[config.mk]
export PLATFORM = sky130hd
export DESIGN_NAME = bmem_arbiter_flat
export DESIGN_NICKNAME = d
export VERILOG_FILES = /design/src/rtl/bmem_pkg.sv /design/src/rtl/bmem_if.sv /design/src/rtl/bmem_line_buf.sv /design/src/rtl/bmem_arbiter.sv /design/src/flat_wrapper.sv
export SDC_FILE = /design/constraint.sdc
export NUM_CORES = 1
export LEC_CHECK = 0
export CAP_MARGIN = 20
export CORE_AREA = 8 8 402 404
export CTS_CLUSTER_SIZE = 8
export DETAILED_ROUTE_END_ITERATION = 10
export DIE_AREA = 0 0 410 412
export GPL_ROUTABILITY_DRIVEN = 0
export PLACE_DENSITY = 0.32
export SETUP_SLACK_MARGIN = 0.5
export SYNTH_ARGS = -nofsm -noshare
export SYNTH_HDL_FRONTEND = slang
export SYNTH_SLANG_ARGS = --single-unit
[constraint.sdc]
create_clock -name clk -period 3.8 [get_ports clk]
set_input_delay 0.38 -clock clk [delete_from_list [all_inputs] [get_ports clk]]
set_output_delay 0.38 -clock clk [all_outputs]
set_load 0.01 [all_outputs]
[src/rtl/bmem_pkg.sv]
// Shared types and constants for the banked-memory arbiter.
//   arb_state_t      : arbiter FSM states
//   grant_t          : which cache owns the memory port
//   BEATS            : beats per cacheline burst
//   CNT_W            : width of the beat counter
//   LINE_OFFSET_BITS : low address bits cleared to form a line address
//   rr_pick()        : round-robin winner selection
package bmem_pkg;

    localparam int BEATS            = 4;
    localparam int CNT_W            = 2;
    localparam int LINE_OFFSET_BITS = 5;

    typedef enum logic [2:0] {
        IDLE     = 3'd0,
        RD_ISSUE = 3'd1,
        RD_WAIT  = 3'd2,
        WR_BURST = 3'd3,
        DONE     = 3'd4
    } arb_state_t;

    typedef enum logic {
        GRANT_I = 1'b0,
        GRANT_D = 1'b1
    } grant_t;

    // A lone request wins outright; on a tie the cache not served last wins.
    function automatic grant_t rr_pick(input logic i_req, input logic d_req, input grant_t last);
        grant_t pick;
        if (i_req && d_req) begin
            pick = (last == GRANT_I) ? GRANT_D : GRANT_I;
        end else if (d_req) begin
            pick = GRANT_D;
        end else begin
            pick = GRANT_I;
        end
        return pick;
    endfunction

endpackage

[src/rtl/bmem_if.sv]
// Banked-memory port bundle.
//   master : driven by the arbiter (addr/read/write/wdata out; ready/raddr/rdata/rvalid in)
//   slave  : the memory side of the same bundle
interface bmem_if #(
    parameter int ADDR_W = 32,
    parameter int BEAT_W = 64
) ();

    logic [ADDR_W-1:0] bmem_addr;
    logic              bmem_read;
    logic              bmem_write;
    logic [BEAT_W-1:0] bmem_wdata;
    logic              bmem_ready;
    logic [ADDR_W-1:0] bmem_raddr;
    logic [BEAT_W-1:0] bmem_rdata;
    logic              bmem_rvalid;

    modport master (
        output bmem_addr, bmem_read, bmem_write, bmem_wdata,
        input  bmem_ready, bmem_raddr, bmem_rdata, bmem_rvalid
    );

    modport slave (
        input  bmem_addr, bmem_read, bmem_write, bmem_wdata,
        output bmem_ready, bmem_raddr, bmem_rdata, bmem_rvalid
    );

endinterface

[src/rtl/bmem_line_buf.sv]
// Cacheline buffer: line register plus beat counter.
//   load      : capture load_data (write line) and restart the counter
//   clear     : restart the counter, line kept
//   shift_en  : one beat transferred; in read mode beat_in lands in slot cnt
//   wr_mode   : suppresses beat insertion while a write line is being sent
//   line      : full line register
//   beat_out  : slot cnt of the line (current write beat)
//   last_beat : counter is on the final slot
module bmem_line_buf
    import bmem_pkg::*;
#(
    parameter int LINE_W = 256,
    parameter int BEAT_W = 64
) (
    input  logic              clk,
    input  logic              rst,
    input  logic              load,
    input  logic              clear,
    input  logic              shift_en,
    input  logic              wr_mode,
    input  logic [LINE_W-1:0] load_data,
    input  logic [BEAT_W-1:0] beat_in,
    output logic [LINE_W-1:0] line,
    output logic [BEAT_W-1:0] beat_out,
    output logic              last_beat
);

    logic [LINE_W-1:0] line_r;
    logic [CNT_W-1:0]  cnt_r;

    // Line storage and beat counter
    always_ff @(posedge clk) begin
        if (rst) begin
            line_r <= '0;
            cnt_r  <= '0;
        end else if (load) begin
            line_r <= load_data;
            cnt_r  <= '0;
        end else if (clear) begin
            cnt_r  <= '0;
        end else if (shift_en) begin
            if (!wr_mode) begin
                line_r[cnt_r*BEAT_W +: BEAT_W] <= beat_in;
            end
            cnt_r <= cnt_r + CNT_W'(1);
        end
    end

    // Current write beat
    always_comb begin
        beat_out = line_r[cnt_r*BEAT_W +: BEAT_W];
    end

    assign line      = line_r;
    assign last_beat = (cnt_r == CNT_W'(BEATS - 1));

endmodule

[src/rtl/bmem_arbiter.sv]
// Round-robin arbiter between icache and dcache for the single banked-memory
// port; each 256-bit line moves as a 4-beat, 64-bit burst.
//   clk, rst               : clock, synchronous active-high reset
//   i_addr/i_read          : icache line read request (level, held until i_resp)
//   i_rdata/i_resp         : icache line and one-cycle completion pulse
//   d_addr/d_read/d_write  : dcache request (level, held until d_resp)
//   d_wdata                : dcache write line
//   d_rdata/d_resp         : dcache line and one-cycle completion pulse
//   bmem                   : banked-memory port (master side)
module bmem_arbiter
    import bmem_pkg::*;
#(
    parameter int ADDR_W = 32,
    parameter int LINE_W = 256,
    parameter int BEAT_W = 64
) (
    input  logic              clk,
    input  logic              rst,
    input  logic [ADDR_W-1:0] i_addr,
    input  logic              i_read,
    output logic [LINE_W-1:0] i_rdata,
    output logic              i_resp,
    input  logic [ADDR_W-1:0] d_addr,
    input  logic              d_read,
    input  logic              d_write,
    input  logic [LINE_W-1:0] d_wdata,
    output logic [LINE_W-1:0] d_rdata,
    output logic              d_resp,
    bmem_if.master            bmem
);

    localparam logic [ADDR_W-1:0] LINE_MASK = ~ADDR_W'((1 << LINE_OFFSET_BITS) - 1);

    arb_state_t        state_r;
    arb_state_t        next_state_s;
    grant_t            grant_r;
    grant_t            last_grant_r;
    grant_t            pick_s;
    logic              wr_r;
    logic [ADDR_W-1:0] addr_r;
    logic [ADDR_W-1:0] addr_sel_s;
    logic              latch_s;
    logic              load_s;
    logic              clear_s;
    logic              shift_s;
    logic              beat_hit_s;
    logic [LINE_W-1:0] line_s;
    logic [BEAT_W-1:0] beat_out_s;
    logic              last_beat_s;

    // Next state and line-buffer controls
    always_comb begin
        next_state_s = state_r;
        pick_s       = rr_pick(i_read, d_read || d_write, last_grant_r);
        addr_sel_s   = (pick_s == GRANT_D) ? d_addr : i_addr;
        latch_s      = 1'b0;
        load_s       = 1'b0;
        clear_s      = 1'b0;
        shift_s      = 1'b0;
        // Only beats tagged with the line in flight count
        beat_hit_s   = bmem.bmem_rvalid && (bmem.bmem_raddr == addr_r);
        case (state_r)
            IDLE: begin
                if (i_read || d_read || d_write) begin
                    latch_s = 1'b1;
                    if ((pick_s == GRANT_D) && d_write) begin
                        load_s       = 1'b1;
                        next_state_s = WR_BURST;
                    end else begin
                        next_state_s = RD_ISSUE;
                    end
                end else begin
                    next_state_s = IDLE;
                end
            end
            RD_ISSUE: begin
                if (bmem.bmem_ready) begin
                    next_state_s = RD_WAIT;
                end else begin
                    next_state_s = RD_ISSUE;
                end
            end
            RD_WAIT: begin
                if (beat_hit_s) begin
                    shift_s      = 1'b1;
                    next_state_s = last_beat_s ? DONE : RD_WAIT;
                end else begin
                    next_state_s = RD_WAIT;
                end
            end
            WR_BURST: begin
                if (bmem.bmem_ready) begin
                    shift_s      = 1'b1;
                    next_state_s = last_beat_s ? DONE : WR_BURST;
                end else begin
                    next_state_s = WR_BURST;
                end
            end
            DONE: begin
                clear_s      = 1'b1;
                next_state_s = IDLE;
            end
            default: begin
                next_state_s = IDLE;
            end
        endcase
    end

    // State, grant and latched line address
    always_ff @(posedge clk) begin
        if (rst) begin
            state_r      <= IDLE;
            grant_r      <= GRANT_I;
            last_grant_r <= GRANT_I;
            wr_r         <= 1'b0;
            addr_r       <= '0;
        end else begin
            state_r <= next_state_s;
            if (latch_s) begin
                grant_r <= pick_s;
                wr_r    <= (pick_s == GRANT_D) && d_write;
                addr_r  <= addr_sel_s & LINE_MASK;
            end
            if (state_r == DONE) begin
                last_grant_r <= grant_r;
            end
        end
    end

    bmem_line_buf #(
        .LINE_W (LINE_W),
        .BEAT_W (BEAT_W)
    ) u_line_buf (
        .clk       (clk),
        .rst       (rst),
        .load      (load_s),
        .clear     (clear_s),
        .shift_en  (shift_s),
        .wr_mode   (wr_r),
        .load_data (d_wdata),
        .beat_in   (bmem.bmem_rdata),
        .line      (line_s),
        .beat_out  (beat_out_s),
        .last_beat (last_beat_s)
    );

    // Outputs decode registered state only; no cache input reaches bmem_* combinationally
    assign bmem.bmem_read  = (state_r == RD_ISSUE);
    assign bmem.bmem_write = (state_r == WR_BURST);
    assign bmem.bmem_addr  = ((state_r == RD_ISSUE) || (state_r == WR_BURST)) ? addr_r : '0;
    assign bmem.bmem_wdata = (state_r == WR_BURST) ? beat_out_s : '0;
    assign i_resp          = (state_r == DONE) && (grant_r == GRANT_I);
    assign d_resp          = (state_r == DONE) && (grant_r == GRANT_D);
    assign i_rdata         = line_s;
    assign d_rdata         = line_s;

endmodule

[src/flat_wrapper.sv]
// flat-port wrapper written by rule: the top's interface ports become plain ports
module bmem_arbiter_flat import bmem_pkg::*;
#(
    parameter int ADDR_W = 32,
    parameter int LINE_W = 256,
    parameter int BEAT_W = 64
)
  (clk, rst, i_addr, i_read, i_rdata, i_resp, d_addr, d_read, d_write, d_wdata, d_rdata, d_resp, bmem_bmem_addr, bmem_bmem_read, bmem_bmem_write, bmem_bmem_wdata, bmem_bmem_ready, bmem_bmem_raddr, bmem_bmem_rdata, bmem_bmem_rvalid);
  bmem_if #(.ADDR_W(ADDR_W), .BEAT_W(BEAT_W)) bmem_i ();
  input  logic clk;
  input  logic rst;
  input  logic [ADDR_W-1:0] i_addr;
  input  logic i_read;
  output logic [LINE_W-1:0] i_rdata;
  output logic i_resp;
  input  logic [ADDR_W-1:0] d_addr;
  input  logic d_read;
  input  logic d_write;
  input  logic [LINE_W-1:0] d_wdata;
  output logic [LINE_W-1:0] d_rdata;
  output logic d_resp;
  output wire logic [$bits(bmem_i.bmem_addr)-1:0] bmem_bmem_addr;
  output wire logic [$bits(bmem_i.bmem_read)-1:0] bmem_bmem_read;
  output wire logic [$bits(bmem_i.bmem_write)-1:0] bmem_bmem_write;
  output wire logic [$bits(bmem_i.bmem_wdata)-1:0] bmem_bmem_wdata;
  input wire logic [$bits(bmem_i.bmem_ready)-1:0] bmem_bmem_ready;
  input wire logic [$bits(bmem_i.bmem_raddr)-1:0] bmem_bmem_raddr;
  input wire logic [$bits(bmem_i.bmem_rdata)-1:0] bmem_bmem_rdata;
  input wire logic [$bits(bmem_i.bmem_rvalid)-1:0] bmem_bmem_rvalid;
  assign bmem_bmem_addr = bmem_i.bmem_addr;
  assign bmem_bmem_read = bmem_i.bmem_read;
  assign bmem_bmem_write = bmem_i.bmem_write;
  assign bmem_bmem_wdata = bmem_i.bmem_wdata;
  assign bmem_i.bmem_ready = bmem_bmem_ready;
  assign bmem_i.bmem_raddr = bmem_bmem_raddr;
  assign bmem_i.bmem_rdata = bmem_bmem_rdata;
  assign bmem_i.bmem_rvalid = bmem_bmem_rvalid;
  bmem_arbiter #(.ADDR_W(ADDR_W), .LINE_W(LINE_W), .BEAT_W(BEAT_W)) u_core (.clk(clk), .rst(rst), .i_addr(i_addr), .i_read(i_read), .i_rdata(i_rdata), .i_resp(i_resp), .d_addr(d_addr), .d_read(d_read), .d_write(d_write), .d_wdata(d_wdata), .d_rdata(d_rdata), .d_resp(d_resp), .bmem(bmem_i));
endmodule
==> flow_summary.yaml <==
timing:
  relSlewSlack_pct: 25.9
  maxSlewViolCount: 0
  fin_crit_sh_pct: 82.7
  rsz0062_at_grt: "no"
  fin_skew_ns: 0.0178
  finalHoldViolCount: 0
  layout_setup_ws_ns: 0.659
  hold_ws_ns: 0.353
  final-setup-viol-count: 0
  setup_tns_ns: 0
  tightestPinTransition_ns: 1.11
  fin_crit_ns: 3.14
  fmax_mhz: 318
min_path:
  hold_path.class: "in -> reg"
  whs_endpoint: "u_core.addr_r[14]$_SDFFE_PP0P_"
  min-delay-start: "d_addr[14]"
  hold_depth: 3
synthesis:
  yosysWarnings: 0
  yosys.area_share.simple_pct: 13.5
  synth_cells: 2223
  synth_edf_count: 0
  synth_xor_area_share_pct: 0.958
  yosys.area_share.adder_pct: 0.298
  synth_compound_area_share_pct: 29.7
  ys_types: 46
  async_flop_share_pct: 0
  synth_area_um2: 21000
  synth.area.mux_share_pct: 6.95
  seq_area_frac_synth_pct: 27.7
  ys_ff_latch: 291
  synth_top_family_by_area: "compound AO/OA/AOI/OAI gates"
  ys.flop_type: "dfxtp_1"
  avgSynthCellArea_um2: 9.46
layout:
  fin_nets: 3278
  fin_area_um2: 33000
  final_util_pct: 21.3
  n_fill_cell: 16900
  syn2layout_area_growth_pct: 57.2
  layout_commonest_cell: "clkdlybuf4s50_1"
  drive_above_1_share_pct: 15.5
  layout_common_cells: "1,018 x clkdlybuf4s50_1, 323 x and3_1, 288 x dfxtp_1"
  final_cells: 4951
run_status:
  status: "completed"
worst_setup_path:
  path_class: "reg -> out"
  crit_path_end_kind: "primary output"
  r2r-end: "u_core.u_line_buf.line[113]$_SDFFE_PP0P_"
  max_stage_delay_ns: 0.62
  cp_slowest_cell: "dfxtp_4"
  path_buf_inv: 2
  reg2reg_from: "u_core.addr_r[12]$_SDFFE_PP0P_"
  cp.required_ns: 3.42
  crit_family: "buffers and inverters"
  r2r_cells: 8
  path_cells: "buf_12 -> mux4_2 -> and3_1 -> clkdlybuf4s50_1"
  worstPathMaxFanout: 35
  worst_setup_path_start_kind: "register"
  arrival_ns: 2.76
  ff2ff_setup_slack_ns: 0.96
flow_run:
  drv_cap: 0
placed_design:
  place_area_um2: 31600
  dp_slack_ns: 0.328
  numPortBuffers: 1019
  dp.cells: 4858
  dp_hpwl_um: 113000
floorplanning:
  rows: 145
  start_util_pct: 13.6
  io_pins: 1035
  fp.dieH_um: 412
  die_x_um: 410
  core_um2: 155000
  dieArea_um2: 169000
detailed_routing:
  via_per_inst: 4.24
  first_pass_iters: 4
  first_iter_violations: 1282
  drc: 0
  routed_wl_um: 153000
  route.vias.total: 21000
  wl_per_cell_um: 30.8
  drt.antenna.violating_nets: 0
cts:
  cts_tree: "done"
  clk_pin_slew_worst_paths_ns: 0.06
  hold_buffers: 0
  htreeDepth: 2
  clockBufferDepth: 3
  clk_latency_ns: 0.61
  post_cts_buffers: 0
  cts_root_buffer: "clkbuf_16"
  clock-sinks: 291
  cts_made_buffers: 47
power_and_ir_drop:
  p_leak_nw: 11.6
  max-vdd-ir-drop_v: 0.000257
  p_per_area_nw_per_um2: 424
  power_mw: 14.0
grt:
  grtUsageTotal_pct: 16.8
  grt_pass1_vias: 21100
  grt_pass1_wl_um: 202000
  grt_max_degree: 129
  antenna_found_initial: 33
  grt_overflow: 0
## metal layers
| layer | vias up | GRT usage [%] | part of all wire (%) |
|---|---|---|---|
| met5 | - | 0 | 0.085 |
| met4 | 20 | 3.49 | 2.0 |
| met3 | 126 | 4.01 | 6.2 |
| met2 | 751 | 29.8 | 50 |
| met1 | 10600 | 20.7 | 42 |
| li1 | 9510 | - | - |
## state kept, by name (all words and copies together), names as in the netlist
name / cells
u_core.u_line_buf.cnt_r: 2
u_core.grant_r: 1
u_core.last_grant_r: 1
u_core.addr_r: 27
u_core.u_line_buf.line: 256
u_core.wr_r: 1
u_core.state_r: 3
## worst reg2reg max path, delay by kind of cell (launching register included)
| kind | cells | cell delay (ns) |
|---|---|---|
| AND/OR/NAND/NOR | 2 | 0.87 |
| buffers and inverters | 2 | 0.59 |
| AO/OA/AOI/OAI | 3 | 0.58 |
| XOR/XNOR | 1 | 0.32 |
| flip-flops | 1 | 0.33 |
## power breakdown
part / switching (mW) / total (mW) / internal [mW]
logic: 2.71 / 5.45 / 2.73
clock network: 1.80 / 4.26 / 2.46
registers: 0.803 / 4.31 / 3.51
## Yosys cell counts, drive strengths merged, types with 5 or more instances
cell type	number	share of area [%]
dfxtp	291	28
xnor2	23	0.96
and3	323	9.6
clkbuf	147	2.6
a221oi	257	17
nand2	64	1.1
and2	32	0.95
a311oi	283	12
nand4	9	0.27
mux4	64	6.9
inv	262	4.7
ha	5	0.30
a21oi	6	0.14
buf	382	14
nor2	37	0.66
## layout make-up
cell class	instances	area (um^2)	share of cell area (%)
clock inverter	8	104	0.314
multi-input combinational	1145	10900	33.1
antenna	14	35.0	0.106
tap	2058	2570	7.79
sequential	291	5840	17.7
clock buffer	70	1290	3.91
inverter	262	983	2.98
timing repair buffer	1103	11300	34.1
## logic make-up after synthesis
| group | count (synthesis) |
|---|---|
| and+or+nand+nor | 488 |
| muxes | 66 |
| buffers and inverters | 791 |
| DFF | 291 |
| other | 1 |
| AOI/OAI and AO/OA | 558 |
| xor gates and xnor gates | 23 |
| adders and majority gates | 5 |
## timing repair
item,CTS,global route
hold endpoints to repair,0,0
pin swaps,0,0
gates resized for setup,1,2
cloned,0,1
endpoints found under the setup margin,5,7
## worst max path at each step
| stage | from | end | slack, ns | cells after the start |
|---|---|---|---|---|
| 6_report | u_core.u_line_buf.cnt_r[1]$_SDFFE_PP0P_ | bmem_bmem_wdata[50] | 0.66 | 4 |
| 5_1_grt | u_core.state_r[2]$_SDFF_PP0_ | bmem_bmem_wdata[38] | 0.56 | 4 |
| 4_1_cts | u_core.u_line_buf.cnt_r[0]$_SDFFE_PP0P_ | bmem_bmem_wdata[50] | 0.50 | 4 |
| 3_5_place_dp | bmem_bmem_raddr[12] | u_core.u_line_buf.line[66]$_SDFFE_PP0P_ | 0.33 | 9 |
| 3_3_place_gp | bmem_bmem_raddr[12] | u_core.u_line_buf.line[66]$_SDFFE_PP0P_ | 0.39 | 9 |
| 2_1_floorplan | u_core.u_line_buf.cnt_r[1]$_SDFFE_PP0P_ | u_core.u_line_buf.line[201]$_SDFFE_PP0P_ | 1.00 | 9 |
Note: power is estimated with default switching activity, not from simulation.
